### config.mk
export PLATFORM = sky130hd
export DESIGN_NAME = amo_unit
export DESIGN_NICKNAME = d
export VERILOG_FILES = /design/src/rtl/amo_unit.sv
export SDC_FILE = /design/constraint.sdc
export NUM_CORES = 1
export LEC_CHECK = 0
export CELL_PAD_IN_SITES_DETAIL_PLACEMENT = 1
export CELL_PAD_IN_SITES_GLOBAL_PLACEMENT = 2
export CORE_ASPECT_RATIO = 1.4
export CORE_UTILIZATION = 35
export DETAILED_ROUTE_END_ITERATION = 8
export GPL_ROUTABILITY_DRIVEN = 0
export HOLD_SLACK_MARGIN = 0.08
export PLACE_DENSITY = 0.94
export SYNTH_ARGS = -nofsm -noshare
export SYNTH_HDL_FRONTEND = slang
export SYNTH_SLANG_ARGS = --single-unit
### constraint.sdc
create_clock -name clk -period 10.6 [get_ports clk]
set_input_delay 1.59 -clock clk [delete_from_list [all_inputs] [get_ports clk]]
set_output_delay 1.59 -clock clk [all_outputs]
set_load 0.01 [all_outputs]
### src/rtl/amo_unit.sv
// Atomic memory operation responder: runs LR/SC/AMO read-modify-write sequences
// on the dcache port while the pipeline is frozen, and holds the hart's LR/SC reservation.
//
// state | meaning
// IDLE  | waiting for amo_req; latches and decodes the operation
// RD    | dcache load outstanding (dc_req high until dc_ack)
// WR    | first cycle registers the decision; then store outstanding unless skipped
// ACK   | one-cycle amo_ack with rd result and error flag
module amo_unit #(
    parameter int XLEN          = 64,
    parameter int RSV_GRAN_LOG2 = 3
) (
    input  logic            clk,
    input  logic            rst_n,
    input  logic            i_amo_req,
    input  logic [4:0]      i_amo_funct5,
    input  logic [2:0]      i_amo_funct3,
    input  logic [XLEN-1:0] i_amo_addr,
    input  logic [XLEN-1:0] i_amo_wdata,
    output logic            o_amo_ack,
    output logic            o_amo_err,
    output logic [XLEN-1:0] o_amo_rdata,
    input  logic            i_rsv_inv,
    output logic            o_dc_req,
    output logic            o_dc_we,
    output logic [1:0]      o_dc_size,
    output logic [XLEN-1:0] o_dc_addr,
    output logic [XLEN-1:0] o_dc_wdata,
    input  logic [XLEN-1:0] i_dc_rdata,
    input  logic            i_dc_ack
);

    localparam logic [4:0] F5_ADD  = 5'b00000;
    localparam logic [4:0] F5_SWAP = 5'b00001;
    localparam logic [4:0] F5_LR   = 5'b00010;
    localparam logic [4:0] F5_SC   = 5'b00011;
    localparam logic [4:0] F5_XOR  = 5'b00100;
    localparam logic [4:0] F5_OR   = 5'b01000;
    localparam logic [4:0] F5_AND  = 5'b01100;
    localparam logic [4:0] F5_MIN  = 5'b10000;
    localparam logic [4:0] F5_MAX  = 5'b10100;
    localparam logic [4:0] F5_MINU = 5'b11000;
    localparam logic [4:0] F5_MAXU = 5'b11100;

    typedef enum logic [1:0] {S_IDLE, S_RD, S_WR, S_ACK} state_t;

    state_t                      r_state, w_next;
    logic [4:0]                  r_funct5;
    logic                        r_is_w, r_err, r_skip, r_wr_issued;
    logic [XLEN-1:0]             r_addr, r_wdata, r_new, r_rdata;
    logic                        r_rsv_valid;
    logic [XLEN-RSV_GRAN_LOG2-1:0] r_rsv_addr;

    logic            w_is_w, w_is_d, w_f5_ok, w_misal, w_illegal;
    logic            w_is_sc, w_gran_hit, w_sc_fail, w_skip, w_req_new;
    logic [XLEN-1:0] w_old, w_src, w_res;

    always_comb begin
        w_is_w  = (i_amo_funct3 == 3'b010);
        w_is_d  = (i_amo_funct3 == 3'b011);
        w_f5_ok = 1'b0;
        case (i_amo_funct5)
            F5_ADD, F5_SWAP, F5_LR, F5_SC, F5_XOR, F5_OR, F5_AND,
            F5_MIN, F5_MAX, F5_MINU, F5_MAXU: w_f5_ok = 1'b1;
            default:                          w_f5_ok = 1'b0;
        endcase
        w_misal    = w_is_w ? (|i_amo_addr[1:0]) : (|i_amo_addr[2:0]);
        w_illegal  = !(w_is_w || w_is_d) || !w_f5_ok || w_misal;
        w_is_sc    = (i_amo_funct5 == F5_SC);
        w_gran_hit = r_rsv_valid && (i_amo_addr[XLEN-1:RSV_GRAN_LOG2] == r_rsv_addr);
        w_sc_fail  = w_is_sc && !w_gran_hit;
        w_skip     = w_illegal || w_sc_fail;
        w_req_new  = (r_state == S_IDLE) && i_amo_req;
    end

    // W operands are sign-extended so one 64-bit comparator serves signed and unsigned ops.
    always_comb begin
        w_old = r_is_w ? {{(XLEN-32){i_dc_rdata[31]}}, i_dc_rdata[31:0]} : i_dc_rdata;
        w_src = r_is_w ? {{(XLEN-32){r_wdata[31]}}, r_wdata[31:0]} : r_wdata;
        w_res = w_src;
        case (r_funct5)
            F5_ADD:  w_res = w_old + w_src;
            F5_XOR:  w_res = w_old ^ w_src;
            F5_AND:  w_res = w_old & w_src;
            F5_OR:   w_res = w_old | w_src;
            F5_MIN:  w_res = ($signed(w_old) < $signed(w_src)) ? w_old : w_src;
            F5_MAX:  w_res = ($signed(w_old) > $signed(w_src)) ? w_old : w_src;
            F5_MINU: w_res = (w_old < w_src) ? w_old : w_src;
            F5_MAXU: w_res = (w_old > w_src) ? w_old : w_src;
            default: w_res = w_src;
        endcase
    end

    always_ff @(posedge clk or negedge rst_n) begin
        if (!rst_n) r_state <= S_IDLE;
        else        r_state <= w_next;
    end

    always_comb begin
        w_next = r_state;
        case (r_state)
            S_IDLE: if (i_amo_req) w_next = (w_skip || w_is_sc) ? S_WR : S_RD;
            S_RD:   if (i_dc_ack)  w_next = (r_funct5 == F5_LR) ? S_ACK : S_WR;
            S_WR:   if (r_skip || (r_wr_issued && i_dc_ack)) w_next = S_ACK;
            S_ACK:  w_next = S_IDLE;
            default: w_next = S_IDLE;
        endcase
    end

    always_comb begin
        o_amo_ack   = (r_state == S_ACK);
        o_amo_err   = (r_state == S_ACK) && r_err;
        o_amo_rdata = (r_state == S_ACK) ? r_rdata : '0;
        o_dc_req    = (r_state == S_RD) || ((r_state == S_WR) && r_wr_issued);
        o_dc_we     = (r_state == S_WR);
        o_dc_size   = r_is_w ? 2'd2 : 2'd3;
        o_dc_addr   = r_addr;
        o_dc_wdata  = r_new;
    end

    always_ff @(posedge clk or negedge rst_n) begin
        if (!rst_n) begin
            r_funct5    <= '0;
            r_is_w      <= 1'b0;
            r_err       <= 1'b0;
            r_skip      <= 1'b0;
            r_wr_issued <= 1'b0;
            r_addr      <= '0;
            r_wdata     <= '0;
            r_new       <= '0;
            r_rdata     <= '0;
        end else begin
            r_wr_issued <= (r_state == S_WR) && !r_skip && !(r_wr_issued && i_dc_ack);
            if (w_req_new) begin
                r_funct5 <= i_amo_funct5;
                r_is_w   <= w_is_w;
                r_err    <= w_illegal;
                r_skip   <= w_skip;
                r_addr   <= i_amo_addr;
                r_wdata  <= i_amo_wdata;
                r_rdata  <= {{(XLEN-1){1'b0}}, w_sc_fail && !w_illegal};
                r_new    <= w_is_w ? {{(XLEN-32){1'b0}}, i_amo_wdata[31:0]} : i_amo_wdata;
            end else if ((r_state == S_RD) && i_dc_ack) begin
                r_rdata  <= w_old;
                r_new    <= r_is_w ? {{(XLEN-32){1'b0}}, w_res[31:0]} : w_res;
            end
        end
    end

    // Invalidation has priority over the LR set in its ACK cycle.
    always_ff @(posedge clk or negedge rst_n) begin
        if (!rst_n) begin
            r_rsv_valid <= 1'b0;
            r_rsv_addr  <= '0;
        end else begin
            if ((r_state == S_ACK) && (r_funct5 == F5_LR) && !r_err)
                r_rsv_addr <= r_addr[XLEN-1:RSV_GRAN_LOG2];
            if (i_rsv_inv)
                r_rsv_valid <= 1'b0;
            else if (w_req_new && w_is_sc)
                r_rsv_valid <= 1'b0;
            else if ((r_state == S_ACK) && (r_funct5 == F5_LR) && !r_err)
                r_rsv_valid <= 1'b1;
            else if ((r_state == S_WR) && r_wr_issued && i_dc_ack && (r_funct5 != F5_SC) &&
                     (r_addr[XLEN-1:RSV_GRAN_LOG2] == r_rsv_addr))
                r_rsv_valid <= 1'b0;
        end
    end

    a_req_held: assert property (@(posedge clk) disable iff (!rst_n)
                                 (r_state != S_IDLE) |-> i_amo_req);

endmodule
; ---- Word level (Yosys, flattened, before mapping)
; Memories as Yosys holds them, arrays and structs flattened.
; Index checks and enable logic that the tools add are counted.
[op_classes]
bitwise_logic = 3
n_addsub = 1
reduce_logical = 37
eq_ne = 20
magnitude_cmp = 4
mux = 26
[ops]
columns = operator, count
row1 = 64-bit two-way mux, 13
row2 = 64-bit case mux with 8 select lines, 1
row3 = 64-bit > comparator, 2
row4 = 64-bit less-than comparator, 2
row5 = 61-bit == test, 2
row6 = 64-bit adder, 1
row7 = 64-bit bitwise AND, 1
row8 = 64-bit OR, 1
row9 = 64-bit bitwise XOR, 1
row10 = "5-bit == test, second input constant", 4
row11 = 1-bit logical AND, 16
row12 = "5-bit by 2-bit == test with 1-bit output, second input constant", 2
row13 = "5-bit by 4-bit == test with 1-bit output, second input constant", 2
row14 = 2-bit two-way mux, 4
row15 = 2-bit case mux with 4 select lines, 1
row16 = 1-bit logical NOT, 7
row17 = 1-bit logical OR, 7
row18 = 1-bit two-way mux, 7
row19 = "3-bit by 2-bit == test with 1-bit output, second input constant", 2
row20 = "5-bit by 3-bit == test with 1-bit output, second input constant", 1
row21 = 5-bit logical NOT, 1
row22 = "5-bit by 2-bit inequality test with 1-bit output, second input constant", 1
row23 = "2-bit == test, second input constant", 2
row24 = "2-bit inequality test, second input constant", 2
row25 = 8 further kinds, 8
[totals]
inputBits = 205
out_inout_bits = 198
romBits = 32
regBits = 329
mem_count = 1
[memory_table]
columns = memory, words, word_bits, read_ports, rd_ports_with_merged_regs, wr, line_no
row1 = (no name shown), 32, 1, 1, 0, 0, 62  ; case (i_amo_funct5)

; ---- Logic depth before layout (Yosys ltp)
; Gate-level depths: netlist of run 1.
[depth]
word_depth = 10
depth_mapped = 22
mapped_depth_nobuf = 16

; ---- Least setup slack after synthesis of run 1
; OpenSTA, ideal clock, no wires.
[synth_timing]
path_type = input to register
from = input i_dc_rdata[31]
to = register r_new[28] (netlist: o_dc_wdata[28])
required_time_ns = 10.472
arrival_ns = 5.483
path_buffers = 5
stages = 21
setup_time_ns = 0.128
setup_slack_ns = 4.990
path_cell_list = inv_1 nor2_1 clkbuf_1 buf_1 a21o_1 inv_1 ha_1 buf_2 nor4_2 nand4_2 nor4_2 and4_1 buf_4 nor2_1 o22a_1 o21ai_1 nand2_1 buf_6 a221o_1 a222oi_1 nand2_1
[synth_via]
elab_chain_cells = 7
elab_cells_between_ends = 13
classes_between = order compare: 4 / mux: 9
[synth_rtl]
columns = item, line_no
row1 = start: declaration, 29  ; input logic [XLEN-1:0] i_dc_rdata,
row2 = 64-bit two-way mux (*), 78  ; w_old = r_is_w ? {{(XLEN-32){i_dc_rdata[31]}}, i_dc_rdata[31:0]} : i_dc_rdata;
row3 = 64-bit > comparator (tied with other cells), 89  ; F5_MAXU: w_res = (w_old > w_src) ? w_old : w_src;
row4 = "64-bit two-way mux, on equally long branches", --
row5 = 64-bit case mux with 8 select lines (*), 81  ; case (r_funct5)
row6 = 64-bit two-way mux (*), 145  ; r_new <= r_is_w ? {{(XLEN-32){1'b0}}, w_res[31:0]} : w_res;
row7 = 64-bit two-way mux (*), 143  ; end else if ((r_state == S_RD) && i_dc_ack) begin
row8 = 64-bit two-way mux (*), 134  ; if (w_req_new) begin
row9 = end signal: assignment, 142  ; r_new <= w_is_w ? {{(XLEN-32){1'b0}}, i_amo_wdata[31:0]} : i_amo_wdata;
row10 = end signal: assignment, 145
row11 = end: declaration, 50  ; logic [XLEN-1:0] r_addr, r_wdata, r_new, r_rdata;
; Mark *: on every way between the ends. The rest lies on a longest branch, timed or not. The select of a mux whose other input is x is not followed.
; A chain may end at the register's enable or synchronous reset.

; ---- Final worst setup path of run 1
[layout_timing]
from = input i_dc_rdata[31]
to = register r_new[30] (netlist: o_dc_wdata[30])
; The elaborated chain is that of the path after synthesis.

==> results.md, run 1 <==
- Status: finished clean
- Clock skew: 0.0210 ns
- Clock-pin slew of the registers on the worst-case setup and hold paths: around 0.06 ns
- EDFF count, synth: 0
- Number of vias per cell: about 6.0
- CTS Buf Count: 39
- Layout cell share with drive strength beyond 1: between 5 and 6%
- Port bufs: ~400
- Post-Syn Area: ~26000 um^2
- Critical Path End Type: flop
- Post-synthesis sequential element count: 329
- Largest stage delay on the critical path: approximately 0.61 ns
- CTS tree: done
- Post-Synthesis Cells: about 3.3k
- FP Rows: 117
- Synthesis Warnings: 0
- Layout area overhead: 23.5%
- Clock latency on the worst-skew pair: a little over 0.6 ns
- Unrepaired setup endpoints after global routing: false
- CTS Hold Buffers Added: 0
- Final setup fails: 0
- WS Path Type: input pin to flop
- CP required: ~11 ns
- Reg-to-reg startpoint: r_is_w
- I/O pins: 403
- Crit Path Max Fanout: 24
- Slew Limit Fails: 0
- H-tree levels: 2
- DP Wirelength: 88.2 mm
- Hold Fails Final Rpt: 0
- R2R cell count: 17
- Post-CTS sizing: 0
- Clock Path Buffers: 3
- Max VDD drop: 0.152 mV
- Non-filler cells, final: 4520
- Top cells by area, synth: dfrtp_1 32%, ha_1 9.5%, nand2_1 7.7%
- Min-delay src: r_rdata[13]
- Reg2reg end: o_dc_wdata[49]
- Post-CTS Setup Inserts: 0
- Antenna violations before repair: 8
- Pwr Total: 10.9 mW
- MaxCap Viol Count: 0
- GR peak layer: met2
- FFs w/ async S/R, synth: 100%
- Post-route setup TNS: 0 ns
- Slew at the pin closest to its max-slew limit: 1.37 ns
- R2r setup slk: 3.95 ns
- DR iter-0 viols: 2095
- Met1 usage: 37.1%
- Total track usage: 31.5%
- Hold path depth: 2
- Syn nets: 3682
- Full die area: roughly 75000 um^2
- Met3 Use GR: 4.08%
- Mean Syn Cell Area: 7.91 um^2
- Placed Instances: 4443
- Met2 Use GR: 54.3%
- Sequential area share after synthesis: 31.8%
- Post-synthesis cell type count: 85
- CP Buf/Inv Count: 6
- Core area: 73000 um^2
- DP Worst Slack: 3.01 ns
- Yosys top cell by area: dfrtp_1
- Critical path, cell by cell: clkdlybuf4s50_1 -> inv_1 -> nor2_2 -> buf_4 -> a21o_1 -> inv_1 -> ha_1 -> inv_1 -> a221oi_1 -> nor2_1 -> a211oi_1 -> o2111ai_2 -> nor2_4 -> or2_1 -> buf_4 -> mux2i_1 -> o221ai_1 -> a221oi_1 -> a22oi_1
- Die X-Extent: 232 um
- Leakage: 14.3 nW
- Largest net degree at the start of global routing: approximately 160
- Fmax: ~140 MHz
- Initial Util: 35.5%
- Dominant synthesized flop cell: dfrtp_1
- Final period util: 67.2%
- Drt wl/cell: 26.7 um
- Clock root cell: clkbuf_16
- First-pass GRT wire length: roughly 180 mm
- Relative slew slack: 8.24%
- Worst setup margin: 3.48 ns
- CP delay by family, top: compound AO/OA/AOI/OAI gates
- DRT Pass-1 Iters: 6
- Crit. Startpoint: i_dc_rdata[31]
- Via Count: 27.0k
- Fin crit period: 7.12 ns
- Clk sink count: 329
- DRC Markers: 0
- # nets final: 3935
- Total Wirelength: between 100 and 150 mm
- Worst hold path class: flop to flop
- Die Y: 324 um
- Critical Path Most Common Cell: inv_1
- Critical Path Slowest Stage Cell: a211oi_1
- Number of global-route vias before repair: 27.6k
- Top cell type's share of synthesized area: between 30% and 40%
- Hold worst-path end: r_rdata[13]
- Gr ovfl total: 0
- Detail Route Antenna Nets: 0
- Worst EP arrival: 7.59 ns
- Startpoint class of the critical path: input pin
- PwrDens: about 340 nW/um^2
## layout by cell type (no fill, tap or decap), drive strengths merged, types with 16 or more instances in the layout
cell type	n
a211oi	42
a21boi	20
a21o	55
a21oi	282
a221o	21
a221oi	46
a22oi	17
a31oi	19
a32oi	17
and2	70
buf	48
clkbuf	55
clkdlybuf4s50	400
dfrtp	329
ha	197
inv	222
mux2	47
nand2	534
nand3	53
nand4	45
nor2	168
nor3	37
nor4	44
o211ai	60
o21a	16
o21ai	277
o21bai	19
o22ai	17
o31ai	73
xnor2	60
xor2	90
## kinds of logic (layout without fill, tap and decap cells)
logic type	Yosys count	count (layout)	share of synthesized area (%)
AO/OA/AOI/OAI	1072	1072	26.7
XOR/XNOR	150	150	5.10
adder cells (fa/ha/maj)	199	199	9.62
buffers and inverters	457	738	6.88
flip-flops	329	329	31.8
multiplexers	53	53	2.27
other	1	9	0.0145
AND/OR/NAND/NOR	1018	1018	17.7
## where the power goes
part           switching (mW)  leakage, nW  internal (mW)
Sequential              0.534         4.19           1.75
Clock                   0.627        0.656          0.824
Combinational            4.72         9.43           2.50
## worst max path at each step
| stage | endpoint | slack [ns] | depth (start not counted) |
|---|---|---|---|
| after floorplan | o_dc_wdata[28] | 4.99 | 21 |
| after global placement | o_dc_wdata[49] | 3.26 | 16 |
| after detailed placement | o_dc_wdata[62] | 3.01 | 16 |
| after CTS | o_dc_wdata[62] | 3.63 | 16 |
| after global routing | o_dc_wdata[50] | 3.19 | 18 |
| final | o_dc_wdata[30] | 3.48 | 19 |
## area by class of cell
| cell class | count | area, um^2 |
|---|---|---|
| multi-input combinational | 2493 | 16000 |
| tap | 952 | 1190 |
| timing repair buffer | 448 | 4380 |
| sequential | 329 | 8230 |
| clock buffer | 55 | 1130 |
| clock inverter | 14 | 213 |
| fill | 8691 | 41000 |
| inverter | 221 | 830 |
| antenna | 8 | 20.0 |
## worst register-to-register path, stage by stage (launching register included)
cell and delay (ns):
dfrtp_1 0.60, inv_2 0.16, buf_4 0.74, nor2_4 0.06, buf_4 0.34, a21oi_1 0.50
ha_1 0.47, nor4_1 0.57, nand2_1 0.32, nor4_2 0.34, o41ai_1 0.18, o2111ai_2 0.21
nor2_4 0.21, xnor2_2 0.73, buf_4 0.50, a211oi_1 0.16, nor4_1 0.31, a32oi_1 0.13
## flip-flops by register name, summed over array words and instances (netlist names)
name,flops
o_dc_addr,64
o_dc_wdata,64
r_rdata,64
r_wdata,64
r_rsv_addr,61
r_funct5,5
r_state,2
r_err,1
r_is_w,1
r_rsv_valid,1
r_skip,1
r_wr_issued,1
## cell usage after synthesis, types with 16 or more instances
| cell | n |
|---|---|
| nor4_1 | 38 |
| a21o_1 | 55 |
| a31oi_1 | 19 |
| dfrtp_1 | 329 |
| o21a_1 | 16 |
| nor2_1 | 166 |
| inv_1 | 220 |
| a221o_1 | 21 |
| mux2_2 | 47 |
| nand4_1 | 44 |
| a21oi_1 | 281 |
| xor2_1 | 90 |
| a22oi_1 | 17 |
| a21boi_0 | 20 |
| buf_2 | 20 |
| nand3_1 | 53 |
| o21ai_0 | 272 |
| a32oi_1 | 17 |
| a221oi_1 | 44 |
| clkbuf_1 | 168 |
| ha_1 | 197 |
| a211oi_1 | 42 |
| o22ai_1 | 17 |
| nand2_1 | 534 |
| o31ai_1 | 73 |
| buf_1 | 39 |
| nor3_1 | 37 |
| xnor2_1 | 59 |
| o211ai_1 | 60 |
| and2_1 | 69 |
| o21bai_1 | 19 |
## through the flow
stage          area, um^2  hold slack, ns  utilization (%)
6_report            32000           0.468             43.8
2_1_floorplan       25900           0.441                -
3_5_place_dp        30700           0.459             42.0
5_1_grt             32000           0.498             43.8
4_1_cts             32000           0.472             43.8
3_3_place_gp        30700           0.452             42.0
## metal layers
layer / share of wire (%) / up-vias
met2: 49 / 1148
li1: - / 12100
met4: 6.7 / 6
met5: 0.034 / -
met3: 6.2 / 316
met1: 38 / 13500
No activity file was read; power rests on OpenSTA's default activity.
==> inputs of run 2 (changes only) <==
--- a/config.mk
+++ b/config.mk
@@ -8,11 +8,11 @@
 export CELL_PAD_IN_SITES_DETAIL_PLACEMENT = 1
 export CELL_PAD_IN_SITES_GLOBAL_PLACEMENT = 2
 export CORE_ASPECT_RATIO = 1.4
-export CORE_UTILIZATION = 35
+export CORE_UTILIZATION = 29
 export DETAILED_ROUTE_END_ITERATION = 8
 export GPL_ROUTABILITY_DRIVEN = 0
 export HOLD_SLACK_MARGIN = 0.08
-export PLACE_DENSITY = 0.94
+export PLACE_DENSITY = 0.84
 export SYNTH_ARGS = -nofsm -noshare
 export SYNTH_HDL_FRONTEND = slang
 export SYNTH_SLANG_ARGS = --single-unit
==> constraint.sdc (replaced) <==
create_clock -name clk -period 6.2 [get_ports clk]
set_input_delay 0.93 -clock clk [delete_from_list [all_inputs] [get_ports clk]]
set_output_delay 0.93 -clock clk [all_outputs]
set_load 0.01 [all_outputs]
==> results.md, run 2 (synthesis gave the netlist of run 1 again) <==
- Post-CTS Setup Inserts: 0 (unchanged)
- Slew at the pin closest to its max-slew limit: 1.30 ns (-0.0737 ns)
- MaxCap Viol Count: 0 (unchanged)
- Fmax: 178 MHz
- CTS tree: done
- Relative slew slack: 13.4% (+5.1 points)
- Antenna violations before repair: 12 (+4)
- Final setup fails: 0 (unchanged)
- PwrDens: 587 nW/um^2 (+72%)
- Crit Path Max Fanout: 32 (+33%)
- Drt wl/cell: 26.0 um (-2.6%)
- CP required: 6.68 ns (-4.39 ns)
- Final period util: 90.4%
- DRC Markers: 0 (unchanged)
- Total track usage: 27.2% (-4.3 points)
- FP Rows: 129 (+10%)
- Finished Core Util: 37.1% (-6.7 points)
- First-pass GRT wire length: 184 mm (+3.1%)
- # nets final: 3992 (+1.4%)
- Full die area: 90600 um^2 (+21%)
- Largest net degree at the start of global routing: 141 (-13%)
- Fin crit period: 5.61 ns
- Worst EP arrival: 6.09 ns (-1.50 ns)
- Post-CTS sizing: 0 (unchanged)
- DR iter-0 viols: 2109 (+0.67%)
- Clock Path Buffers: 3 (unchanged)
- Clk sink count: 329 (unchanged)
- Startpoint class of the critical path: input pin
- Via Count: 27.1k (+0.13%)
- Hold Fails Final Rpt: 0 (unchanged)
- Slew Limit Fails: 0 (unchanged)
- Met3 Use GR: 3.70% (-0.38 points)
- Most frequent cells in the layout: 533 x nand2_1, 400 x clkdlybuf4s50_1, 328 x dfrtp_1
- Critical Path End Type: flop
- Clock root cell: clkbuf_16
- GR peak layer: met2
- Layout cell share with drive strength beyond 1: 7.38% (+1.5 points)
- Initial Util: 29.3% (-6.2 points)
- Layout area overhead: 26.6%
- Leakage: 14.6 nW (+2.0%)
- Reg-to-reg startpoint: r_is_w
- Critical Path Slowest Stage Cell: clkdlybuf4s50_1
- Commonest non-fill, non-tap cell in the layout: nand2_1
- R2R cell count: 17 (unchanged)
- Die Y: 356 um (+9.8%)
- Clock skew: 0.0224 ns (+0.00140 ns)
- CTS Hold Buffers Added: 0 (unchanged)
- DP Wirelength: 92.9 mm (+5.4%)
- DRT Pass-1 Iters: 7 (+1)
- Max VDD drop: 0.343 mV (+130%)
- WS Path Type: input pin to flop
- Total Wirelength: 125 mm (+3.7%)
- Number of vias per cell: 5.63 (-5.9%)
- Status: finished clean
- CTS Buf Count: 40 (+2.6%)
- Met1 usage: 32.9% (-4.3 points)
- Number of global-route vias before repair: 27.8k (+0.46%)
- H-tree levels: 2 (unchanged)
- Detail Route Antenna Nets: 0 (unchanged)
- Die X-Extent: 255 um (+9.8%)
- Core area: 88400 um^2 (+21%)
- Port bufs: 401 (unchanged)
- Clock latency on the worst-skew pair: 0.62 ns (about the same)
- Largest stage delay on the critical path: 0.68 ns (+0.07 ns)
- Worst hold path class: input pin to asynchronous set/reset pin
- Clock-pin slew of the registers on the worst-case setup and hold paths: 0.06 ns (about the same)
- Reg2reg end: o_dc_wdata[25]
- Gr ovfl total: 0 (unchanged)
- Met2 Use GR: 45.9% (-8.4 points)
- Critical path, cell by cell: clkdlybuf4s50_1 -> inv_1 -> nor2_2 -> buf_12 -> a21o_1 -> inv_1 -> ha_1 -> nor4_1 -> nand2_1 -> nor4_2 -> o41ai_1 -> o2111ai_2 -> or2_1 -> xnor2_2 -> mux2i_1 -> nor2_4 -> buf_12 -> a221oi_1 -> a22oi_1
- I/O pins: 403 (unchanged)
- R2r setup slk: 1.06 ns (-2.89 ns)
- Post-route setup TNS: 0 ns (unchanged)
- Unrepaired setup endpoints after global routing: false
[run 2: critical path, delay by kind of cell]
kind / cells / cell delay (ns)
compound gates: 5 / 1.06
xor+xnor: 1 / 0.15
fa+ha+maj: 1 / 0.37
buf+inv: 5 / 1.37
mux: 1 / 0.41
simple gates: 6 / 1.71
[run 2: layer usage]
layer / routed length (um) / part of all wire (%) / vias to the layer above
li1: - / - / 12200
met4: 7470 / 6.0 / 8
met5: 59 / 0.047 / -
met3: 7310 / 5.8 / 292
met1: 49500 / 40 / 13600
met2: 60900 / 49 / 990
[run 2: how the worst max path moves through the flow]
stage | endpoint | cells past startpoint | startpoint | slack [ns]
2_1_floorplan | o_dc_wdata[28] | 21 | i_dc_rdata[31] | 1.25
3_3_place_gp | o_dc_wdata[25] | 19 | i_dc_rdata[31] | 0.21
3_5_place_dp | o_dc_wdata[25] | 19 | i_dc_rdata[31] | 0.11
4_1_cts | o_dc_wdata[25] | 19 | i_dc_rdata[31] | 0.74
5_1_grt | o_dc_wdata[25] | 19 | i_dc_rdata[31] | 0.34
6_report | o_dc_wdata[25] | 19 | i_dc_rdata[31] | 0.59
[run 2: through the flow]
stage | hold slack [ns] | instances | area, um^2 | setup slack (ns) | total power [mW]
floorplan | 0.441 | 3279 | 25900 | 1.25 | 11.3
CTS | 0.320 | 4799 | 32800 | 0.735 | 19.2
finish | 0.280 | 4809 | 32800 | 0.594 | 19.3
global placement | 0.456 | 4726 | 31500 | 0.209 | 16.4
detailed placement | 0.459 | 4726 | 31500 | 0.109 | 16.6
global route | 0.342 | 4807 | 32800 | 0.340 | 20.5
[run 2: area by class of cell]
cell class | instances | area (um^2)
Multi-Input combinational cell | 2493 | 16000
Clock inverter | 20 | 219
Timing Repair Buffer | 504 | 4920
Inverter | 221 | 830
Antenna cell | 10 | 25.0
Fill cell | 10600 | 55600
Tap cell | 1179 | 1480
Sequential cell | 329 | 8230
Clock buffer | 53 | 1100
[run 2: power by group]
| part | switching (mW) | internal, mW |
|---|---|---|
| clock network | 1.08 | 1.35 |
| registers | 0.848 | 2.99 |
| logic | 8.34 | 4.65 |
==> inputs of run 3 (changes only) <==
--- a/config.mk
+++ b/config.mk
@@ -5,6 +5,7 @@
 export SDC_FILE = /design/constraint.sdc
 export NUM_CORES = 1
 export LEC_CHECK = 0
+export CAP_MARGIN = 20
 export CELL_PAD_IN_SITES_DETAIL_PLACEMENT = 1
 export CELL_PAD_IN_SITES_GLOBAL_PLACEMENT = 2
 export CORE_ASPECT_RATIO = 1.4
@@ -12,7 +13,7 @@
 export DETAILED_ROUTE_END_ITERATION = 8
 export GPL_ROUTABILITY_DRIVEN = 0
 export HOLD_SLACK_MARGIN = 0.08
-export PLACE_DENSITY = 0.84
+export PLACE_DENSITY_LB_ADDON = 0.1
 export SYNTH_ARGS = -nofsm -noshare
 export SYNTH_HDL_FRONTEND = slang
 export SYNTH_SLANG_ARGS = --single-unit
==> results.md, run 3 (synthesis gave the netlist of run 1 again) <==
- Status: finished clean
- Port bufs: 401 (unchanged)
- WS Path Type: input pin to flop
- First-pass GRT wire length: 197 mm (+7.1%)
- Antenna violations before repair: 9 (-3)
- Slew Limit Fails: 0 (unchanged)
- Worst EP arrival: 6.06 ns (-0.03 ns)
- Hold slack: 0.317 ns (+0.0367 ns)
- Largest net degree at the start of global routing: 150 (+6.4%)
- MaxCap Viol Count: 0 (unchanged)
- Clock-pin slew of the registers on the worst-case setup and hold paths: 0.06 ns (about the same)
- Relative slew slack: 26.2% (+13 points)
- Clock share of power: 13.7% (+1.1 points)
- Slew at the pin closest to its max-slew limit: 1.11 ns (-0.189 ns)
- Number of vias per cell: 5.57 (-1.0%)
- Die X-Extent: 255 um (unchanged)
- CP required: 6.68 ns (about the same)
- Sequential share of power: 19.2% (-0.7 points)
- Gr ovfl total: 0 (unchanged)
- CTS Buf Count: 43 (+7.5%)
- Total track usage: 29.5% (+2.3 points)
- Post-route setup TNS: 0 ns (unchanged)
- Final instance area: 33200 um^2 (+1.1%)
- Detail Route Antenna Nets: 0 (unchanged)
- Worst hold path class: input pin to asynchronous set/reset pin
- Non-filler cells, final: 4826 (+0.35%)
- Critical path, cell by cell: clkdlybuf4s50_1 -> inv_1 -> nor2_2 -> buf_12 -> a21o_1 -> inv_1 -> ha_1 -> buf_4 -> nor4_1 -> nand4_1 -> nor4_2 -> and4_1 -> nor2_1 -> a21oi_4 -> mux2i_1 -> a221oi_1 -> o221a_2 -> o21ai_1
- Clock latency on the worst-skew pair: 0.64 ns (+0.02 ns)
- Finished Core Util: 37.5% (+0.42 points)
- Number of global-route vias before repair: 29.0k (+4.3%)
- # nets final: 4014 (+0.55%)
- Hold Fails Final Rpt: 0 (unchanged)
- Final setup fails: 0 (unchanged)
- Unrepaired setup endpoints after global routing: false
- Full die area: 90600 um^2 (unchanged)
- Reg2reg end: o_dc_wdata[57]
- Total Wirelength: 136 mm (+8.4%)
- DRT Pass-1 Iters: 6 (-1)
- Post-Place Cell Area: 31700 um^2 (+0.61%)
- Post-CTS Setup Inserts: 0 (unchanged)
- CTS Hold Buffers Added: 0 (unchanged)
- Leakage: 14.8 nW (+1.5%)
- Critical Path Slowest Stage Cell: a21oi_4
- CTS tree: done
- DR iter-0 viols: 1552 (-26%)
- Post-CTS sizing: 0 (unchanged)
- Final period util: 90.0% (-0.46 points)
- Fin crit period: 5.58 ns (-0.0283 ns)
- Largest stage delay on the critical path: 0.80 ns (+0.12 ns)
- Switching Share: 53.3% (about the same)
- Layout cell share with drive strength beyond 1: 8.04% (+0.67 points)
- Clock root cell: clkbuf_16
- R2R cell count: 17 (unchanged)
- Clk sink count: 329 (unchanged)
- Crit Path Max Fanout: 32 (unchanged)
- DP Wirelength: 101 mm (+9.0%)
- Fmax: 179 MHz (+0.51%)
- Placed Instances: 4745 (+0.40%)
- CP delay by family, top: simple AND/OR/NAND/NOR gates
- Reg-to-reg startpoint: r_is_w
- Net Switching: 10.7 mW (+4.4%)
- Critical Path Most Common Cell: inv_1
- Int Pwr: 9.41 mW (+4.6%)
- Drt wl/cell: 28.1 um (+8.0%)
- Via Count: 26.9k (-0.65%)
- PwrDens: 606 nW/um^2 (+3.3%)
- Die Y: 356 um (unchanged)
- Most frequent cells in the layout: 533 x nand2_1, 400 x clkdlybuf4s50_1, 328 x dfrtp_1
- FP Rows: 129 (unchanged)
- H-tree levels: 2 (unchanged)
- DRC Markers: 0 (unchanged)
- Critical Path End Type: flop
- R2r setup slk: 0.84 ns (-0.22 ns)
- Combinational Power Share: 67.1% (-0.4 points)
- Startpoint class of the critical path: input pin
- Clock skew: 0.0358 ns (+0.0135 ns)
- Layout area overhead: 28.0%
- I/O pins: 403 (unchanged)
- Max VDD drop: 0.316 mV (-7.9%)
- Core area: 88400 um^2 (unchanged)
- Clock Path Buffers: 3 (unchanged)
- Commonest non-fill, non-tap cell in the layout: nand2_1
- Initial Util: 29.3% (unchanged)
- CP Buf/Inv Count: 5 (unchanged)
-- run 3: power groups by stage --
stage	clock [mW]	combinational [mW]	sequential, mW
after floorplan	0	7.59	3.69
after global placement	0	13.1	3.86
after detailed placement	0	13.4	3.90
after CTS	2.83	13.4	3.87
after global routing	2.87	14.5	3.97
final	2.75	13.5	3.87
-- run 3: area by class of cell --
class | count | area [um^2]
timing repair buffer | 523 | 5120
antenna | 4 | 10.0
clock buffer | 60 | 1260
sequential | 329 | 8230
clock inverter | 17 | 253
inverter | 221 | 830
fill | 10600 | 55300
multi-input combinational | 2493 | 16000
tap | 1179 | 1480
-- run 3: worst max path at each step --
stage / depth (start not counted) / start / slack, ns / endpoint
floorplan: 21 / i_dc_rdata[31] / 1.25 / o_dc_wdata[28]
global placement: 18 / i_dc_rdata[31] / 0.22 / o_dc_wdata[34]
detailed placement: 16 / i_dc_rdata[31] / 0.04 / o_dc_wdata[57]
CTS: 16 / i_dc_rdata[31] / 0.68 / o_dc_wdata[57]
global route: 18 / i_dc_rdata[31] / 0.44 / o_dc_wdata[57]
finish: 18 / i_dc_rdata[31] / 0.62 / o_dc_wdata[57]
-- run 3: metal layers --
metal  share of wire, %  up-vias  global-route usage [%]
li1                   -    12200                       -
met4                6.7        4                    18.2
met2                 50      847                    52.1
met3                4.6      303                    3.89
met1                 38    13500                    33.4
met5              0.023        -                       0
-- run 3: metrics by stage --
step	power, mW	setup slack [ns]
after CTS	20.1	0.683
after global placement	17.0	0.217
after detailed placement	17.3	0.0436
after global routing	21.4	0.443
after floorplan	11.3	1.25
final	20.1	0.622
